`src/rtl/robotron_arb_pkg.sv`:
```
// rtl/robotron_arb_pkg.sv - shared states, defaults and counter width for the robotron halt arbiter
package robotron_arb_pkg;

    localparam int               CNT_W   = 8;
    localparam logic [CNT_W-1:0] CNT_MAX = '1;

    localparam int ACK_TIMEOUT_DEF = 16;
    localparam int REARM_GAP_DEF   = 2;
    localparam int MAX_BURST_DEF   = 64;

    typedef enum logic [2:0] {
        ST_IDLE,
        ST_HALT_REQ,
        ST_WAIT_ACK,
        ST_GRANTED,
        ST_RELEASE,
        ST_GAP
    } arb_state_t;

endpackage

```
`src/rtl/robotron_ecycle_counter.sv`:
```
// rtl/robotron_ecycle_counter.sv - saturating E-cycle counter with clear, load and terminal-count flag
module robotron_ecycle_counter
    import robotron_arb_pkg::*;
(
    input  logic             CLK,
    input  logic             RESET_N,
    input  logic             e_fall,
    input  logic             clear,
    input  logic             load,
    input  logic [CNT_W-1:0] load_value,
    input  logic             inc_en,
    input  logic [CNT_W-1:0] terminal,
    output logic             tc_next
);

    logic [CNT_W-1:0] count;
    logic [CNT_W-1:0] count_inc;
    logic             at_max;

    assign at_max    = (count == CNT_MAX);
    assign count_inc = count + CNT_W'(1);

    // Flags that an advance on this e_fall lands exactly on the terminal count,
    // so the owner can act on the same CLK without waiting for the register.
    assign tc_next = e_fall && !at_max && (count_inc == terminal);

    // Count register: clear beats load beats advance; holds at all-ones.
    always_ff @(posedge CLK or negedge RESET_N) begin
        if (!RESET_N) begin
            count <= '0;
        end else if (clear) begin
            count <= '0;
        end else if (load) begin
            count <= load_value;
        end else if (e_fall && inc_en && !at_max) begin
            count <= count_inc;
        end
    end

endmodule

```
`src/rtl/robotron_halt_arbiter.sv`:
```
// rtl/robotron_halt_arbiter.sv - 6809 HALT_N/BA/BS bus hand-off between CPU and blitter; ARB_BURST_LIMIT_EN adds a burst limit
module robotron_halt_arbiter
    import robotron_arb_pkg::*;
#(
    parameter int ACK_TIMEOUT = ACK_TIMEOUT_DEF,
    parameter int REARM_GAP   = REARM_GAP_DEF
`ifdef ARB_BURST_LIMIT_EN
    ,
    parameter int MAX_BURST   = MAX_BURST_DEF
`endif
)(
    input  logic CLK,
    input  logic RESET_N,
    input  logic e_fall,
    input  logic blt_req,
    input  logic blt_done,
    input  logic BA,
    input  logic BS,
    output logic HALT_N,
    output logic blt_grant,
    output logic ack_timeout,
    output logic preempt
);

    localparam logic [CNT_W-1:0] ACK_TERM = CNT_W'(ACK_TIMEOUT);
    localparam logic [CNT_W-1:0] GAP_TERM = CNT_W'(REARM_GAP);

    arb_state_t state_q, state_d;
    logic       halt_n_q, halt_n_d;
    logic       grant_q, grant_d;
    logic       ack_to_q, ack_to_d;
    logic       ack_clr, ack_inc, ack_tc_next;
    logic       gap_clr, gap_inc, gap_tc_next;
    logic       cpu_halted;

    // BA and BS are sampled as they stand on the e_fall CLK itself.
    assign cpu_halted = BA && BS;

    robotron_ecycle_counter u_ack_cnt (
        .CLK        (CLK),
        .RESET_N    (RESET_N),
        .e_fall     (e_fall),
        .clear      (ack_clr),
        .load       (1'b0),
        .load_value ('0),
        .inc_en     (ack_inc),
        .terminal   (ACK_TERM),
        .tc_next    (ack_tc_next)
    );

    robotron_ecycle_counter u_gap_cnt (
        .CLK        (CLK),
        .RESET_N    (RESET_N),
        .e_fall     (e_fall),
        .clear      (gap_clr),
        .load       (1'b0),
        .load_value ('0),
        .inc_en     (gap_inc),
        .terminal   (GAP_TERM),
        .tc_next    (gap_tc_next)
    );

`ifdef ARB_BURST_LIMIT_EN
    localparam logic [CNT_W-1:0] BURST_TERM = CNT_W'(MAX_BURST);

    logic preempt_q, preempt_d;
    logic burst_clr, burst_inc, burst_tc_next;

    robotron_ecycle_counter u_burst_cnt (
        .CLK        (CLK),
        .RESET_N    (RESET_N),
        .e_fall     (e_fall),
        .clear      (burst_clr),
        .load       (1'b0),
        .load_value ('0),
        .inc_en     (burst_inc),
        .terminal   (BURST_TERM),
        .tc_next    (burst_tc_next)
    );

    assign preempt = preempt_q;
`else
    assign preempt = 1'b0;
`endif

    // State and output registers; reset drops the grant at once and parks HALT_N high.
    always_ff @(posedge CLK or negedge RESET_N) begin
        if (!RESET_N) begin
            state_q   <= ST_IDLE;
            halt_n_q  <= 1'b1;
            grant_q   <= 1'b0;
            ack_to_q  <= 1'b0;
`ifdef ARB_BURST_LIMIT_EN
            preempt_q <= 1'b0;
`endif
        end else begin
            state_q   <= state_d;
            halt_n_q  <= halt_n_d;
            grant_q   <= grant_d;
            ack_to_q  <= ack_to_d;
`ifdef ARB_BURST_LIMIT_EN
            preempt_q <= preempt_d;
`endif
        end
    end

    // Next-state logic; HALT_N only ever changes inside an e_fall branch.
    always_comb begin
        state_d  = state_q;
        halt_n_d = halt_n_q;
        grant_d  = grant_q;
        ack_to_d = 1'b0;
        ack_clr  = 1'b0;
        ack_inc  = 1'b0;
        gap_clr  = 1'b0;
        gap_inc  = 1'b0;
`ifdef ARB_BURST_LIMIT_EN
        preempt_d = 1'b0;
        burst_clr = 1'b0;
        burst_inc = 1'b0;
`endif
        case (state_q)
            ST_IDLE: begin
                grant_d = 1'b0;
                if (blt_req) begin
                    state_d = ST_HALT_REQ;
                end
            end
            ST_HALT_REQ: begin
                if (!blt_req) begin
                    state_d = ST_IDLE;
                end else if (e_fall) begin
                    halt_n_d = 1'b0;
                    ack_clr  = 1'b1;
                    state_d  = ST_WAIT_ACK;
                end
            end
            ST_WAIT_ACK: begin
                if (!blt_req) begin
                    state_d = ST_RELEASE;
                end else if (e_fall) begin
                    if (cpu_halted) begin
                        grant_d = 1'b1;
                        state_d = ST_GRANTED;
`ifdef ARB_BURST_LIMIT_EN
                        burst_clr = 1'b1;
`endif
                    end else begin
                        ack_inc = 1'b1;
                        if (ack_tc_next) begin
                            ack_to_d = 1'b1;
                            state_d  = ST_RELEASE;
                        end
                    end
                end
            end
            ST_GRANTED: begin
                grant_d = 1'b1;
                if (blt_done || !blt_req) begin
                    grant_d = 1'b0;
                    state_d = ST_RELEASE;
                end
`ifdef ARB_BURST_LIMIT_EN
                else if (e_fall) begin
                    burst_inc = 1'b1;
                    if (burst_tc_next) begin
                        preempt_d = 1'b1;
                        grant_d   = 1'b0;
                        state_d   = ST_RELEASE;
                    end
                end
`endif
            end
            ST_RELEASE: begin
                grant_d = 1'b0;
                if (e_fall) begin
                    if (!halt_n_q) begin
                        halt_n_d = 1'b1;
                    end else if (!BA) begin
                        gap_clr = 1'b1;
                        state_d = ST_GAP;
                    end
                end
            end
            ST_GAP: begin
                grant_d = 1'b0;
                if (e_fall) begin
                    gap_inc = 1'b1;
                    if (gap_tc_next) begin
                        state_d = ST_IDLE;
                    end
                end
            end
            default: begin
                state_d  = ST_IDLE;
                halt_n_d = 1'b1;
                grant_d  = 1'b0;
            end
        endcase
    end

    assign HALT_N      = halt_n_q;
    assign blt_grant   = grant_q;
    assign ack_timeout = ack_to_q;

endmodule

```
`config.mk`:
```
export PLATFORM = sky130hd
export DESIGN_NAME = robotron_halt_arbiter
export DESIGN_NICKNAME = d
export VERILOG_FILES = /design/src/rtl/robotron_arb_pkg.sv /design/src/rtl/robotron_ecycle_counter.sv /design/src/rtl/robotron_halt_arbiter.sv
export SDC_FILE = /design/constraint.sdc
export NUM_CORES = 1
export LEC_CHECK = 0
export ABC_AREA = 1
export CAP_MARGIN = 20
export CORE_MARGIN = 10
export CORE_UTILIZATION = 61
export CTS_CLUSTER_SIZE = 16
export DETAILED_ROUTE_END_ITERATION = 12
export PLACE_DENSITY = 0.92
export SYNTH_ARGS = -nofsm -noshare
export SYNTH_HDL_FRONTEND = slang
export SYNTH_SLANG_ARGS = --single-unit
```
`constraint.sdc`:
```
create_clock -name CLK -period 3.5 [get_ports CLK]
set_clock_uncertainty 0.2 [all_clocks]
set_input_delay 0.7 -clock CLK [delete_from_list [all_inputs] [get_ports CLK]]
set_output_delay 0.7 -clock CLK [all_outputs]
set_load 0.02 [all_outputs]
```
==> key figures, run 1 <==
Status
  • Outcome: finished clean

Clock tree
  • Num CTS Buffers: 3
  • H-tree depth: 1
  • CTS tree: done
  • Post-cts gate resize count: 0
  • Sink Count: 22
  • Hold buffers post-CTS: 0
  • Root buffer cell: clkbuf_4
  • Setup bufs post-CTS: 0
  • Clock Tree Buf Depth: 2
  • Clock latency on the worst-skew pair: about 0.32 ns
  • Clock-pin slew on the worst setup and hold paths: 0.13 ns

Synth
  • YS warnings: 0
  • Post-synth cell types: 27
  • Post-Synthesis Net Count: 211
  • Cell count after synthesis: 201
  • Synthesized flop and latch total: 22
  • Avg Inst Size Synth: roughly 7.0 um^2
  • Post-Synthesis Cell Area: 1410 um^2
  • Ys flop type: dfrtp_1
  • Asr flop ratio synth: 100%
  • Sequential share of the synthesized area: 39.1%
  • Post-synth EDFFs: 0

Timing
  • Min Hold Slack: 0.315 ns
  • Slew Limit Headroom: 37.0%
  • Hold Vio Cnt, Final: 0
  • Setup TNS: 0 ns
  • Fin crit period: 2.36 ns
  • Fmax: approximately 0.42 GHz
  • Setup violations, final: 0
  • Pins over their slew limit: 0
  • Worst-margin pin slew: 0.942 ns
  • RSZ-0062 raised after global routing: false
  • Crit share post-route: 67.5%

Critical path
  • Startpoint type of the worst setup path: flip-flop
  • Crit-path leading delay family: buffers and inverters
  • Crit path kind: flip-flop to output port
  • Req. time, crit path: between 2 and 3 ns
  • Worst r2r src: u_gap_cnt.count[0]
  • Sequence of cells on the critical path: clkdlybuf4s50_1
  • Crit path launch: HALT_N
  • Worst Path Max Fanout: 2
  • Buf/Inv on CP: 1
  • CP Capture Type: output port
  • Slowest cell on crit path: clkdlybuf4s50_1
  • Crit path arrival time: ~1.5 ns
  • Critical Path Max Stage Delay: 0.60 ns

Final layout
  • Commonest non-fill, non-tap cells in the layout: 55 x nand2_1, 26 x inv_1, 24 x nor2_1
  • Layout area overhead: 10.1%
  • Share of layout cells above drive strength 1: 8.49%
  • Nets@finish: around 220
  • Filler instances: 175
  • Most common cell after layout, fill and taps aside: nand2_1
  • Number of diodes: 0

Floorplan
  • Ports: 11
  • # rows: 17
  • Die footprint: 4640 um^2
  • Height of the die: 68.1 um
  • Die width: 68.1 um
  • Initial Util: between 60% and 70%
  • Core area: 2210 um^2

Routing
  • Routed WL per cell: between 10 and 15 um
  • Via Count: 1386
  • Drt total wl: 3.25 mm
  • Vias per inst: just under 6
  • Drt pass-1 iters: 5
  • Initial DRC Count: around 110
  • Antenna Nets Post-Route: 0
  • DR DRC count: 0

Global routing
  • Initial antenna violation count: 0
  • GRT Total Usage: 15.6%
  • Vias in the first global route: 1398
  • Largest net degree at the start of global routing: 23
  • Overflow after GRT: 0
  • First-pass GRT wire length: 5.77 mm

Worst hold path
  • Hold_sp: HALT_N
  • Hold WC Path Type: flip-flop to flip-flop

Power and ir drop
  • Max VDD drop: 0.576 mV
  • Tot Pwr: 0.00103 W
  • Lkg Pwr: approximately 0.75 nW
  • Power per cell area: about 660 nW/um^2

Place
  • PortBufs: 9
  • GP Congestion: between 0.8 and 0.9
  • Post-DP HPWL: roughly 2.5 mm

Job
  • Max Cap Viol: 0
-- power by group --
| part | internal (W) | switching [W] | total (W) |
|---|---|---|---|
| clock network | 0.0000636 | 0.0000831 | 0.000147 |
| logic | 0.000164 | 0.000270 | 0.000434 |
| registers | 0.000346 | 0.000102 | 0.000449 |
| total | 0.000574 | 0.000456 | 0.00103 |
-- metal layers --
layer  track usage, %  vias to the layer above  share of wire (%)
met5                0                        -                  0
met2             28.0                       53                 51
li1                 -                      674                  -
met1             17.4                      642                 41
met4             8.04                        0                3.8
met3             2.12                       17                4.9
-- kinds of logic after synthesis --
logic type	synth area share, %
other	0.266
xor gates and xnor gates	0.621
and+or+nand+nor	35.7
DFF	39.1
adders and majority gates	2.66
buffers and inverters	9.40
AOI/OAI and AO/OA	12.2
-- final timing paths --
kind | slack, ns | cells past startpoint | endpoint
worst min-delay path | 0.32 | 2 | HALT_N
worst max-delay path | 1.14 | 1 | HALT_N
max in group asynchronous | 1.84 | 1 | u_ack_cnt.count[7]
worst max register to register | 1.34 | 7 | u_gap_cnt.count[6]
min in group asynchronous | 0.69 | 1 | u_gap_cnt.count[3]
worst min register to register | 0.32 | 2 | HALT_N
-- Yosys cell counts, types with 2 or more instances --
| cell type | instances | share of area [%] |
|---|---|---|
| a21oi_1 | 5 | 1.8 |
| a21oi_2 | 2 | 1.2 |
| dfrtp_1 | 21 | 37 |
| ha_1 | 3 | 2.7 |
| inv_1 | 26 | 6.9 |
| nand2_1 | 55 | 15 |
| nand2_2 | 5 | 2.2 |
| nand3_1 | 22 | 7.8 |
| nand4_1 | 6 | 2.7 |
| nor2_1 | 24 | 6.4 |
| nor2_2 | 2 | 0.89 |
| o21ai_0 | 3 | 1.1 |
| o21ai_1 | 8 | 2.8 |
| o22ai_1 | 6 | 2.7 |
-- sequential cells by signal (all words and copies together) (netlist names) --
name and flops:
HALT_N 1, u_ack_cnt.count 8, ack_timeout 1, blt_grant 1, state_q 3, u_gap_cnt.count 8
-- through the flow --
stage	cell area, um^2	util, %	instances	setup slack [ns]
after CTS	1550	70.2	240	1.13
final	1550	70.2	240	1.14
after global routing	1550	70.2	240	1.10
after floorplan	1410	-	201	1.70
after global placement	1520	68.6	236	1.10
after detailed placement	1520	68.6	236	1.02
-- final cells by class --
class	instances	area, um^2	share of cell area, %
Clock buffer	4	36.3	2.33
Inverter	29	114	7.33
Multi-Input combinational cell	148	727	46.8
Sequential cell	22	552	35.5
Tap cell	28	35.0	2.25
Timing Repair Buffer	9	90.1	5.80
Power figures use the tool's default switching activity.
==> run 2, diff against run 1 <==
CORE_UTILIZATION = 52   (was 61)
PLACE_DENSITY = 0.84   (was 0.92)
clock period = 1.95 ns   (was 3.5 ns; I/O delays follow)
==> key figures, run 2 (same netlist as run 1, synthesis figures left out) <==
Status
  • Outcome: finished clean (unchanged)

Routing
  • Drt total wl: 3.24 mm (was 3.25 mm)
  • DR DRC count: 0 (unchanged)
  • Vias per inst: 5.26 (was 5.78)
  • Initial DRC Count: 75 (was 108)
  • Via Count: 1379 (was 1386)
  • Routed WL per cell: 12.4 um (was 13.5 um)
  • Drt pass-1 iters: 4 (was 5)
  • Antenna Nets Post-Route: 0 (unchanged)

Power and ir drop
  • Flop pwr share: 39.9% (was 43.6%)
  • Share of power burned in combinational logic: 48.7% (was 42.1%)
  • Net Sw Power: 0.000865 W (was 0.000456 W)
  • Power per cell area: 1140 nW/um^2 (was 662 nW/um^2)
  • Pint: 0.00113 W (was 0.000574 W)
  • Lkg Pwr: 0.840 nW (was 0.748 nW)
  • Sw frac: 43.4% (was 44.3%)
  • Max VDD drop: 0.802 mV (was 0.576 mV)
  • Clock power frac: 11.3% (was 14.3%)

Critical path
  • Worst r2r src: u_ack_cnt.count[0] (was u_gap_cnt.count[0])
  • Crit path arrival time: 1.29 ns (was 1.46 ns)
  • Req. time, crit path: 1.36 ns (was 2.60 ns)
  • Crit path launch: blt_grant (was HALT_N)
  • Worst Path Max Fanout: 2 (unchanged)
  • Startpoint type of the worst setup path: flip-flop (unchanged)
  • CP Capture Type: output port (unchanged)
  • Buf/Inv on CP: 1 (unchanged)
  • Crit-path leading delay family: buffers and inverters (unchanged)
  • Crit path kind: flip-flop to output port (unchanged)
  • Reg2reg setup slack: 0.12 ns (was 1.34 ns)
  • Sequence of cells on the critical path: clkdlybuf4s50_1 (unchanged)
  • Critical Path Max Stage Delay: 0.61 ns (was 0.60 ns)
  • FF-to-FF path depth: 10 (was 7)
  • Slowest cell on crit path: clkdlybuf4s50_1 (unchanged)
  • WP depth: 1 (unchanged)

Clock tree
  • H-tree depth: 1 (unchanged)
  • CTS tree: done (unchanged)
  • Clock-pin slew on the worst setup and hold paths: 0.12 ns (was 0.13 ns)
  • Root buffer cell: clkbuf_4 (unchanged)
  • Clock Tree Buf Depth: 2 (unchanged)
  • Num CTS Buffers: 3 (unchanged)
  • Clock latency on the worst-skew pair: 0.33 ns (was 0.32 ns)
  • Sink Count: 22 (unchanged)

Final layout
  • Layout area overhead: 23.8% (was 10.1%)
  • Commonest non-fill, non-tap cells in the layout: 52 x nand2_1, 26 x inv_1, 22 x nor2_1 (was 55 x nand2_1, 26 x inv_1, 24 x nor2_1)
  • Layout Utilization: 69.2% (was 70.2%)
  • Post-route cell area: 1750 um^2 (was 1550 um^2)
  • Share of layout cells above drive strength 1: 21.1% (was 8.49%)
  • Nets@finish: 243 (was 223)
  • Largest regs: u_ack_cnt.count: 8 flops, u_gap_cnt.count: 8 flops, state_q: 3 flops (unchanged)
  • Post-route insts no fill: 262 (was 240)
  • Number of diodes: 0 (unchanged)
  • Register area: 553 um^2 (was 552 um^2)
  • Multi-input gate area: 773 um^2 (was 727 um^2)
  • Most common cell after layout, fill and taps aside: nand2_1 (unchanged)
  • Filler instances: 210 (was 175)

Floorplan
  • Initial Util: 56.0% (was 63.8%)
  • Core area: 2520 um^2 (was 2210 um^2)
  • Die footprint: 5200 um^2 (was 4640 um^2)
  • Ports: 11 (unchanged)
  • Die width: 72.1 um (was 68.1 um)
  • # rows: 18 (was 17)
  • Height of the die: 72.1 um (was 68.1 um)

Timing
  • Setup TNS: 0 ns (unchanged)
  • Min Hold Slack: 0.202 ns (was 0.315 ns)
  • Fin crit period: 1.88 ns
  • Pins over their slew limit: 0 (unchanged)
  • Fmax: 0.531 GHz
  • Crit share post-route: 96.7%
  • Hold Vio Cnt, Final: 0 (unchanged)
  • Setup violations, final: 0 (unchanged)
  • RSZ-0062 raised after global routing: true (was false)

Place
  • Cell Area, Placed: 1630 um^2 (was 1520 um^2)
  • GP Congestion: 0.922 (was 0.876)
  • Placed insts: 253 (was 236)
  • PortBufs: 9 (unchanged)
  • Post-DP HPWL: 2.42 mm (was 2.49 mm)

Global routing
  • GRT Total Usage: 12.5% (was 15.6%)
  • Largest net degree at the start of global routing: 23 (unchanged)
  • Initial antenna violation count: 0 (unchanged)
  • First-pass GRT wire length: 5.46 mm (was 5.77 mm)
  • Vias in the first global route: 1321 (was 1398)
  • Overflow after GRT: 0 (unchanged)

Job
  • Max Cap Viol: 0 (unchanged)

Worst hold path
  • Hold WC Path Type: input pin to asynchronous set/reset pin (was flip-flop to flip-flop)
## run 2: what timing repair did
action / CTS / global route
hold buffers: 0 / 0
pin swaps: 0 / 2
endpoints found under the setup margin: 1 / 18
setup buffers: 0 / 5
gates resized for setup: 1 / 14
## run 2: final timing paths
kind                                       to
setup / recovery                    blt_grant
hold / removal             u_gap_cnt.count[3]
setup reg to reg                   state_q[2]
hold reg to reg                        HALT_N
max in group asynchronous              HALT_N
min in group CLK                       HALT_N
## run 2: stage by stage
step                      power (W)  setup WS [ns]
after CTS                   0.00188         0.0200
after global routing        0.00217        -0.0391
final                       0.00199         0.0652
after detailed placement    0.00166         -0.118
after global placement      0.00163        -0.0375
after floorplan             0.00137          0.189
## run 2: metal layers
layer  wire [um]  GRT usage, %
met3         118          3.54
met2        1560          20.3
met4          51          5.38
met5           0             0
met1        1510          15.0
## run 2: area by class of cell
type                    count  share of cell area, %
multi-input cells         148                   44.3
flip-flops and latches     22                   31.7
repair buffers             29                   13.9
inverters                  29                   6.52
well taps                  30                   2.15
clock buffers               4                   1.50
## run 2: power groups by stage
| stage | sequential, W | combinational, W | clock (W) |
|---|---|---|---|
| 3_5_place_dp | 0.000789 | 0.000872 | 0 |
| 3_3_place_gp | 0.000784 | 0.000847 | 0 |
| 2_1_floorplan | 0.000787 | 0.000580 | 0 |
| 5_1_grt | 0.000826 | 0.00109 | 0.000247 |
| 4_1_cts | 0.000779 | 0.000870 | 0.000228 |
| 6_report | 0.000796 | 0.000971 | 0.000226 |
